<file path="src/rtl/pid_pkg.sv">
// Shared definitions for the PID controller slice: default widths, config
// register map and the Q-format unit constant.
package pid_pkg;

  localparam int unsigned D_WIDTH   = 18;  // command / config data width
  localparam int unsigned Q_BITS    = 15;  // fractional bits of the command
  localparam int unsigned CNT_WIDTH = 12;  // PWM period counter width

  // Config register map
  localparam int unsigned ADDR_PERIOD   = 0;
  localparam int unsigned ADDR_DEADTIME = 1;
  localparam int unsigned ADDR_CTRL     = 2;

  // 1.0 in the command's Q format
  localparam int ONE = 1 <<< Q_BITS;

endpackage

</file>
<file path="src/rtl/pid_pwm_out_if.sv">
// Config bus and command stream into the PWM output stage.
//   write_enable : active-low config write strobe
//   reg_addr     : config address (period / dead-time / control)
//   reg_data     : config write data, low bits used
//   cmd          : signed Q-format command from the PID core
//   cmd_valid    : cmd is new this cycle
// master drives the bus, slave (the PWM stage) consumes it.
interface pid_pwm_out_if
  import pid_pkg::*;
#(
  parameter int unsigned W = D_WIDTH
);

  logic                write_enable;
  logic [W-1:0]        reg_addr;
  logic [W-1:0]        reg_data;
  logic signed [W-1:0] cmd;
  logic                cmd_valid;

  modport master (output write_enable, reg_addr, reg_data, cmd, cmd_valid);
  modport slave  (input  write_enable, reg_addr, reg_data, cmd, cmd_valid);

endinterface

</file>
<file path="src/rtl/pwm_deadtime.sv">
// Dead-time insertion for a complementary half-bridge gate pair.
//   clock, reset : clock, async active-low reset
//   en           : stage enabled; when low both gates are forced off and the
//                  dead-time count is held loaded
//   raw          : un-delayed PWM level
//   dt           : dead-time in clocks
//   pwm_hi/lo    : registered gate drives, never high together
module pwm_deadtime #(
  parameter int unsigned CNT_WIDTH = pid_pkg::CNT_WIDTH
) (
  input  logic                 clock,
  input  logic                 reset,
  input  logic                 en,
  input  logic                 raw,
  input  logic [CNT_WIDTH-1:0] dt,
  output logic                 pwm_hi,
  output logic                 pwm_lo
);

  logic                 raw_prev_q, raw_prev_d;
  logic                 first_q, first_d;
  logic [CNT_WIDTH-1:0] dcnt_q, dcnt_d;
  logic                 hi_q, hi_d;
  logic                 lo_q, lo_d;

  // Reload on every raw edge (and on the first enabled cycle), count down to 0;
  // a gate may only turn on once the count has expired.
  always_comb begin
    raw_prev_d = raw;
    first_d    = !en;
    dcnt_d     = dcnt_q;
    hi_d       = 1'b0;
    lo_d       = 1'b0;
    if (!en) begin
      dcnt_d = dt;
    end else begin
      if (first_q || (raw != raw_prev_q)) begin
        dcnt_d = dt;
      end else if (dcnt_q != '0) begin
        dcnt_d = dcnt_q - CNT_WIDTH'(1);
      end
      // Using the next count lets a dead-time of 0 pass raw straight through.
      hi_d = raw  && (dcnt_d == '0);
      lo_d = !raw && (dcnt_d == '0);
    end
  end

  always_ff @(posedge clock or negedge reset) begin
    if (!reset) begin
      raw_prev_q <= 1'b0;
      first_q    <= 1'b1;
      dcnt_q     <= '0;
      hi_q       <= 1'b0;
      lo_q       <= 1'b0;
    end else begin
      raw_prev_q <= raw_prev_d;
      first_q    <= first_d;
      dcnt_q     <= dcnt_d;
      hi_q       <= hi_d;
      lo_q       <= lo_d;
    end
  end

  assign pwm_hi = hi_q;
  assign pwm_lo = lo_q;

endmodule

</file>
<file path="src/rtl/pid_pwm_out.sv">
// PID output stage: turns the signed Q-format command into a complementary
// PWM pair with programmable period and dead-time, and paces the controller
// with one iterate_enable tick per PWM period.
//   clock, reset    : clock, async active-low reset
//   bus (slave)     : config writes and command stream
//   iterate_enable  : one-cycle tick when the counter is 0 and running
//   pwm_hi, pwm_lo  : high / low side gate drives
//   sat             : last captured command was clamped to +/-1.0
module pid_pwm_out #(
  parameter int unsigned D_WIDTH    = pid_pkg::D_WIDTH,
  parameter int unsigned Q_BITS     = pid_pkg::Q_BITS,
  parameter int unsigned CNT_WIDTH  = pid_pkg::CNT_WIDTH,
  parameter int unsigned PERIOD_RST = 1000,
  parameter int unsigned DT_RST     = 8
) (
  input  logic          clock,
  input  logic          reset,
  pid_pwm_out_if.slave  bus,
  output logic          iterate_enable,
  output logic          pwm_hi,
  output logic          pwm_lo,
  output logic          sat
);

  import pid_pkg::*;

  localparam int unsigned OFF_W  = Q_BITS + 2;
  localparam int unsigned PROD_W = Q_BITS + 2 + CNT_WIDTH;

  localparam logic signed [D_WIDTH-1:0] POS_ONE = D_WIDTH'(1 <<< Q_BITS);
  localparam logic signed [D_WIDTH-1:0] NEG_ONE = -POS_ONE;

  localparam logic [CNT_WIDTH-1:0] PERIOD_INIT = CNT_WIDTH'(PERIOD_RST);
  localparam logic [CNT_WIDTH-1:0] DT_INIT     = CNT_WIDTH'(DT_RST);
  localparam logic [CNT_WIDTH-1:0] DUTY_INIT   = CNT_WIDTH'(PERIOD_RST / 2);

  logic [CNT_WIDTH-1:0] period_sh_q, period_sh_d;
  logic [CNT_WIDTH-1:0] period_q,    period_d;
  logic [CNT_WIDTH-1:0] dt_sh_q,     dt_sh_d;
  logic [CNT_WIDTH-1:0] dt_q,        dt_d;
  logic                 run_q,       run_d;
  logic [CNT_WIDTH-1:0] cnt_q,       cnt_d;
  logic [CNT_WIDTH-1:0] pend_q,      pend_d;
  logic [CNT_WIDTH-1:0] act_q,       act_d;
  logic                 sat_q,       sat_d;
  logic                 iter_q,      iter_d;

  logic [CNT_WIDTH-1:0]      wdata;
  logic signed [D_WIDTH-1:0] clamped;
  logic                      clamp_hit;
  logic [OFF_W-1:0]          offset;
  logic [PROD_W-1:0]         prod;
  logic [CNT_WIDTH-1:0]      duty_new;
  logic                      wrap;
  logic                      raw;
  logic                      gate_en;

  // Upper config data bits carry no information.
  logic unused_data_hi;
  assign unused_data_hi = ^bus.reg_data[D_WIDTH-1:CNT_WIDTH];

  // Config writes into the shadow registers.
  always_comb begin
    wdata       = CNT_WIDTH'(bus.reg_data);
    period_sh_d = period_sh_q;
    dt_sh_d     = dt_sh_q;
    run_d       = run_q;
    if (!bus.write_enable) begin
      case (bus.reg_addr)
        D_WIDTH'(ADDR_PERIOD):   period_sh_d = (wdata < CNT_WIDTH'(2)) ? CNT_WIDTH'(2) : wdata;
        D_WIDTH'(ADDR_DEADTIME): dt_sh_d     = wdata;
        D_WIDTH'(ADDR_CTRL):     run_d       = bus.reg_data[0];
        default: ;
      endcase
    end
  end

  // Clamp the command and scale [-1,+1] onto 0..period of the shadow period.
  always_comb begin
    clamped   = bus.cmd;
    clamp_hit = 1'b0;
    if (bus.cmd > POS_ONE) begin
      clamped   = POS_ONE;
      clamp_hit = 1'b1;
    end else if (bus.cmd < NEG_ONE) begin
      clamped   = NEG_ONE;
      clamp_hit = 1'b1;
    end
    offset   = OFF_W'(clamped + POS_ONE);
    prod     = PROD_W'(offset) * PROD_W'(period_sh_q);
    duty_new = CNT_WIDTH'(prod >> (Q_BITS + 1));

    pend_d = pend_q;
    sat_d  = sat_q;
    if (bus.cmd_valid) begin
      pend_d = duty_new;
      sat_d  = clamp_hit;
    end
  end

  // Period counter, active-register load at the wrap, tick generation.
  // While stopped the active copies track pending/shadow so a fresh start
  // uses the latest configuration from its first cycle.
  always_comb begin
    wrap     = run_q && (cnt_q == period_q - CNT_WIDTH'(1));
    period_d = period_q;
    dt_d     = dt_q;
    act_d    = act_q;
    if (!run_q || wrap) begin
      period_d = period_sh_q;
      dt_d     = dt_sh_q;
      act_d    = pend_q;
    end
    if (!run_q || !run_d || wrap) begin
      cnt_d = '0;
    end else begin
      cnt_d = cnt_q + CNT_WIDTH'(1);
    end
    iter_d = run_d && (cnt_d == '0);
  end

  assign raw = run_q && (cnt_q < act_q);
  // Dropping run forces both gates off on the very next edge.
  assign gate_en = run_q && run_d;

  always_ff @(posedge clock or negedge reset) begin
    if (!reset) begin
      period_sh_q <= PERIOD_INIT;
      period_q    <= PERIOD_INIT;
      dt_sh_q     <= DT_INIT;
      dt_q        <= DT_INIT;
      run_q       <= 1'b0;
      cnt_q       <= '0;
      pend_q      <= DUTY_INIT;
      act_q       <= DUTY_INIT;
      sat_q       <= 1'b0;
      iter_q      <= 1'b0;
    end else begin
      period_sh_q <= period_sh_d;
      period_q    <= period_d;
      dt_sh_q     <= dt_sh_d;
      dt_q        <= dt_d;
      run_q       <= run_d;
      cnt_q       <= cnt_d;
      pend_q      <= pend_d;
      act_q       <= act_d;
      sat_q       <= sat_d;
      iter_q      <= iter_d;
    end
  end

  pwm_deadtime #(
    .CNT_WIDTH (CNT_WIDTH)
  ) u_deadtime (
    .clock  (clock),
    .reset  (reset),
    .en     (gate_en),
    .raw    (raw),
    .dt     (dt_q),
    .pwm_hi (pwm_hi),
    .pwm_lo (pwm_lo)
  );

  assign iterate_enable = iter_q;
  assign sat            = sat_q;

endmodule

</file>
<file path="src/flat_wrapper.sv">
// flat-port wrapper written by rule: the top's interface ports become plain ports
module pid_pwm_out_flat import pid_pkg::*;
#(
  parameter int unsigned D_WIDTH    = pid_pkg::D_WIDTH,
  parameter int unsigned Q_BITS     = pid_pkg::Q_BITS,
  parameter int unsigned CNT_WIDTH  = pid_pkg::CNT_WIDTH,
  parameter int unsigned PERIOD_RST = 1000,
  parameter int unsigned DT_RST     = 8
)
  (clock, reset, iterate_enable, pwm_hi, pwm_lo, sat, bus_write_enable, bus_reg_addr, bus_reg_data, bus_cmd, bus_cmd_valid);
  pid_pwm_out_if bus_i ();
  input  logic clock;
  input  logic reset;
  output logic iterate_enable;
  output logic pwm_hi;
  output logic pwm_lo;
  output logic sat;
  input wire logic [$bits(bus_i.write_enable)-1:0] bus_write_enable;
  input wire logic [$bits(bus_i.reg_addr)-1:0] bus_reg_addr;
  input wire logic [$bits(bus_i.reg_data)-1:0] bus_reg_data;
  input wire logic [$bits(bus_i.cmd)-1:0] bus_cmd;
  input wire logic [$bits(bus_i.cmd_valid)-1:0] bus_cmd_valid;
  assign bus_i.write_enable = bus_write_enable;
  assign bus_i.reg_addr = bus_reg_addr;
  assign bus_i.reg_data = bus_reg_data;
  assign bus_i.cmd = bus_cmd;
  assign bus_i.cmd_valid = bus_cmd_valid;
  pid_pwm_out #(.D_WIDTH(D_WIDTH), .Q_BITS(Q_BITS), .CNT_WIDTH(CNT_WIDTH), .PERIOD_RST(PERIOD_RST), .DT_RST(DT_RST)) u_core (.clock(clock), .reset(reset), .bus(bus_i), .iterate_enable(iterate_enable), .pwm_hi(pwm_hi), .pwm_lo(pwm_lo), .sat(sat));
endmodule
</file>
<file path="config.mk">
export PLATFORM = sky130hd
export DESIGN_NAME = pid_pwm_out_flat
export DESIGN_NICKNAME = d
export VERILOG_FILES = /design/src/rtl/pid_pkg.sv /design/src/rtl/pid_pwm_out_if.sv /design/src/rtl/pwm_deadtime.sv /design/src/rtl/pid_pwm_out.sv /design/src/flat_wrapper.sv
export SDC_FILE = /design/constraint.sdc
export NUM_CORES = 1
export LEC_CHECK = 0
export CAP_MARGIN = 20
export CELL_PAD_IN_SITES_DETAIL_PLACEMENT = 1
export CELL_PAD_IN_SITES_GLOBAL_PLACEMENT = 1
export CORE_UTILIZATION = 47
export CTS_CLUSTER_DIAMETER = 40
export DETAILED_ROUTE_END_ITERATION = 8
export DONT_BUFFER_PORTS = 1
export PLACE_DENSITY = 0.8
export SYNTH_ARGS = -nofsm -noshare
export SYNTH_HDL_FRONTEND = slang
export SYNTH_SLANG_ARGS = --single-unit
export TNS_END_PERCENT = 5
</file>
<file path="constraint.sdc">
create_clock -name clock -period 5.2 [get_ports clock]
set_input_delay 0.78 -clock clock [delete_from_list [all_inputs] [get_ports clock]]
set_output_delay 0.78 -clock clock [all_outputs]
set_load 0.005 [all_outputs]
</file>
Word level (Yosys, flattened, before mapping)
Cells that the tools add are included.
{ "word_totals": {"register_bits": 103} }
{ "op_classes": {"bitwise_logic": 1, "n_eq_ne": 4, "magnitude_cmp": 4, "n_mux": 14, "n_reduce_logical": 20, "mul": 1, "add_sub_neg": 4} }
{ "op_table": {"columns": ["cell", "n"], "rows": [
  ["$mux W12", 6],
  ["$mux W17", 2],
  ["$mul A17 B12 Y28", 1],
  ["$logic_not A12 Y1", 2],
  ["$sub A12 B1 Y12 const B", 2],
  ["$eq A18 B1 Y1 const B", 1],
  ["$eq A18 B2 Y1 const B", 1],
  ["$gt A18 B17 Y1 const B", 1],
  ["$logic_not A18 Y1", 1],
  ["$lt A18 B16 Y1 const B", 1],
  ["$add A17 B17 Y17 const B", 1],
  ["$add A12 B1 Y12 const B", 1],
  ["$eq A12 B12 Y1", 1],
  ["$lt A12 B12 Y1", 1],
  ["$lt A12 B2 Y1 const B", 1],
  ["$reduce_bool A12 Y1", 1],
  ["$logic_and A1 B1 Y1", 6],
  ["$mux W1", 6],
  ["$logic_not A1 Y1", 4],
  ["$logic_or A1 B1 Y1", 4],
  ["$reduce_and A2 Y1", 2],
  ["$ne A1 B1 Y1", 1],
  ["$not A1 Y1", 1]
]} }

Longest topological paths before layout
{ "depth": {"depth_word": 9, "depth_mapped": 25, "ltp_nobuf": 23} }

By module
From an unflattened synthesis, not the netlist that was laid out.
{ "unflattened": {"cells_unflattened": 1293, "area_unflattened_um2": 11821.3} }
{ "modules_own_cells": {"columns": ["mod", "cells_per_inst", "seq_area_each_um2", "area_per_inst_um2", "n_inst"], "rows": [
  ["pid_pwm_out", 1183, 2209.6, 10795.4, 1],
  ["pwm_deadtime", 110, 401.6, 1026.0, 1]
]} }

Least setup slack after synthesis
No wires, ideal clock.
{ "synth_path": {"path_kind": "in2reg", "start": "input port bus_cmd[9]", "end": "register u_core.pend_q[3]", "cell_stages": 22, "t_required_ps": 5075, "n_path_buf": 2, "arrival_time_ps": 6791, "setup_slack_ps": -1715, "cell_sequence": "or4_1 o41ai_1 clkbuf_1 and2_1 clkbuf_1 nand2_1 fa_1 fa_1 inv_1 fa_1 fa_1 inv_1 fa_1 inv_1 ha_1 a211oi_1 o221ai_1 o21ai_0 nand2_1 nor2_1 xnor2_1 mux2_2"} }
{ "synth_between": {"elab_chain_cells": 5, "word_cells_on_any_way": 6, "classes_between": "1 x add/sub; 1 x mul; 2 x order compare; 2 x mux"} }
{ "synth_rtl": {"columns": ["element", "line", "text"], "rows": [
  ["from (decl)", "flat_wrapper.sv:21", "input wire logic [$bits(bus_i.cmd)-1:0] bus_cmd;"],
  ["$lt A18 B16 Y1", "pid_pwm_out.sv:85", "end else if (bus.cmd < NEG_ONE) begin"],
  ["$mux W17", "pid_pwm_out.sv:85", null],
  ["$mux W17 (*)", "pid_pwm_out.sv:82", "if (bus.cmd > POS_ONE) begin"],
  ["$add A17 B17 Y17 (*)", "pid_pwm_out.sv:89", "offset = OFF_W'(clamped + POS_ONE);"],
  ["$mul A17 B12 Y28 (*)", "pid_pwm_out.sv:90", "prod = PROD_W'(offset) * PROD_W'(period_sh_q);"],
  ["to (signal assigned)", "pid_pwm_out.sv:145", "pend_q <= pend_d;"],
  ["to (decl)", "pid_pwm_out.sv:43", "logic [CNT_WIDTH-1:0] pend_q, pend_d;"]
]} }
Every way passes the cells marked *; elsewhere a longest branch is shown, timed or not.
A chain may end at the register's enable or synchronous reset.

Worst setup path after layout
{ "layout_path": {"start": "input port bus_cmd[16]", "end": "register u_core.pend_q[5]"} }
Same word-level chain as after synthesis.

==> metrics <==
status complete, but fails checks; failing checks setup timing; final design utilization 54.4%; area grow syn2layout 13.9%; routed vias/inst a little under 6; Post-layout nets about 1.6k; clock-pin slew on the worst setup and hold paths 0.09 ns; starting DRC count in detailed routing about 380; hpwl dp roughly 26 mm; TritonRoute pass-1 iters 5; wire per inst between 20 and 25 µm; Syn Inst Count between 1k and 1.5k; clock skew a little under 0.02 ns; CTS Root Cell clkbuf_16; CTS tree done; mapped cell area ~12000 µm²; Sequential Power Share around 48%; CP endpoint kind flop; placed cells roughly 1.6k; # H-tree levels 3; Worst-Skew Late Latency approximately 0.36 ns; Post-synth EDFFs 0; Setup crit start kind input pin; CTS Buf Count 9; switching power total ~400 µW; Worst Max-Slew Pin Slew between 0.8 and 0.9 ns; Post-Synthesis Net Count between 1.5k and 2k; Hold Violations, Final 0; part of the power in combinational logic between 7 and 8%; period utilisation layout 120%; sequential area share after synthesis roughly 23%; crit path max fanout 20; Leak roughly 6.7 nW; WL final approximately 35 mm; Synth cell types between 60 and 70; I/O pin count between 60 and 70; CP Class input pin to flop; most common cell after layout, fill and taps aside inv_1; GRT Total Usage approximately 29%; initial antenna violation count 0; final total power 1.69 mW; clock sink count roughly 100; max_slew headroom between 40% and 50%; Finished Layout Cells roughly 1.6k; fraction of layout cells with a size suffix above 1 23.0%; grt total ovfl 0; Starting Density 47.7%; Clock power frac between 40 and 50%; largest net degree at the start of global routing approximately 100; arrival time worst endpoint between 6 and 7 ns; Hold Path Class input pin to async pin; async set-or-reset flop fraction in the synthesized netlist 100%; die width 159 µm; Fmax ~160 MHz; Yosys warnings 0; RSZ-0062 raised after global routing true; die area approximately 25000 µm²; sw frac around a quarter; ANT nets after route 0; synthesized flop and latch total 103; FP Rows 57; # fillers about 2.7k; port bufs 0; global-route wire length before repair between 50 and 60 mm; internal power 1.28 mW; # diodes 0; Min Clock Period, post-route 6.26 ns; Peak supply drop roughly 160 µV; final setup margin -1.06 ns; CP required roughly 5.5 ns; via count ~9.3k; gpl congestion around 0.86; WHS ~0.11 ns; Post-CTS Hold Fix Bufs 0; vias in the first global route about 11k; CTS Buffer Depth 2; Mean Syn Cell Area between 9 and 10 µm²; Die Span Y 159 µm; DRC Markers 0; Max Cap Violations 0; setup TNS -11.68 ns; Core Region 24200 µm²; Final Setup Violations 12; most frequent cells in the layout inv_1 (184), nand2_1 (157), fa_1 (140), buf_4 (100), dfrtp_1 (76); Final Max Tran Viols 0; Pwr Density roughly 130 nW/µm²; Top FF cell, synth dfrtp_1
==> worst max-delay path: stages <==
cell,delay [ns]
or4_4,0.53
o41ai_4,0.36
buf_4,0.22
buf_12,0.15
and2_4,0.18
nand2_1,0.09
fa_2,0.50
fa_1,0.39
inv_2,0.08
fa_1,0.45
fa_1,0.59
inv_1,0.06
fa_1,0.51
inv_1,0.06
ha_1,0.29
and4_4,0.22
and3_4,0.21
nand4_1,0.11
nand2_2,0.19
nor2_4,0.08
or4_1,0.41
nand3_1,0.08
==> metrics by stage <==
| stage | setup WS [ns] | area, µm² |
|---|---|---|
| detailed placement | -1.57 | 12600 |
| finish | -1.06 | 13200 |
| floorplan | -1.06 | 11900 |
| global placement | -1.36 | 12600 |
| CTS | -0.943 | 13000 |
| global route | -1.26 | 13200 |
==> per-layer routing <==
metal	global-route usage [%]	share of wire, %	wire length [µm]	vias to the layer above
li1	-	-	-	4098
met1	33.3	39	13600	4859
met2	53.3	54	18900	212
met3	2.94	3.1	1100	98
met4	11.4	4.2	1470	0
met5	0	0	0	-
==> cells by family (layout without fill, tap and decap cells) <==
logic type	after synthesis	after routing	share of synthesized area [%]
flops	103	103	22.6
buf+inv	252	306	8.36
xor+xnor	36	36	2.72
mux	77	77	7.45
fa+ha+maj	223	223	33.7
compound gates	125	125	7.39
simple gates	412	412	17.8
==> area by class of cell <==
class                   count  area, µm²  area share (%)
clock buffers              11        253            1.92
repair buffers            103        802            6.08
clock inverters             5       71.3           0.541
well taps                 324        405            3.07
flip-flops and latches    103       2610            19.8
inverters                 187        702            5.32
multi-input cells         873       8340            63.3
==> cells in the mapped netlist, types with 26 or more instances <==
| master | count | area, µm² |
|---|---|---|
| mux2_2 | 71 | 800 |
| inv_1 | 187 | 702 |
| and3_1 | 58 | 363 |
| and2_1 | 35 | 219 |
| ha_1 | 75 | 938 |
| clkbuf_1 | 60 | 225 |
| nor2_1 | 44 | 165 |
| fa_1 | 148 | 2960 |
| dfrtp_1 | 76 | 1900 |
| dfstp_2 | 27 | 709 |
| nand3_1 | 26 | 130 |
| nand2_1 | 166 | 623 |
==> sequential cells by signal, indices dropped and copies added, names as in the netlist <==
name / flops
u_core.act_q: 12
u_core.cnt_q: 12
u_core.dt_q: 12
u_core.dt_sh_q: 12
u_core.pend_q: 12
u_core.period_q: 12
u_core.period_sh_q: 12
u_core.u_deadtime.dcnt_q: 12
u_core.iterate_enable: 1
u_core.run_q: 1
u_core.sat: 1
u_core.u_deadtime.first_q: 1
u_core.u_deadtime.pwm_hi: 1
u_core.u_deadtime.pwm_lo: 1
u_core.u_deadtime.raw_prev_q: 1
==> worst paths after layout <==
kind | start | to | slack (ns) | cells after the start
setup / recovery | bus_cmd[16] | u_core.pend_q[5] | -1.06 | 22
hold / removal | reset | u_core.dt_sh_q[8] | 0.11 | 0
setup reg to reg | u_core.period_sh_q[6] | u_core.pend_q[9] | -0.20 | 16
hold reg to reg | u_core.dt_sh_q[1] | u_core.dt_sh_q[1] | 0.51 | 1
max in group asynchronous | reset | u_core.act_q[8] | 4.85 | 0
min in group clock | bus_cmd_valid | u_core.pend_q[7] | 0.47 | 1
==> power groups by stage <==
stage	combinational, mW	clock, mW	sequential, mW
6_report	0.127	0.748	0.813
3_5_place_dp	0.110	0	0.828
5_1_grt	0.138	0.784	0.814
3_3_place_gp	0.104	0	0.828
4_1_cts	0.118	0.759	0.813
2_1_floorplan	0.0803	0	0.826
==> repair_timing <==
item / in CTS / in global routing
resized for setup: 24 / 16
endpoints found under the setup margin: 12 / 12
gates cloned: 0 / 0
pin swaps: 5 / 14
setup buffers: 1 / 9
Note: power is estimated with default switching activity, not from simulation.
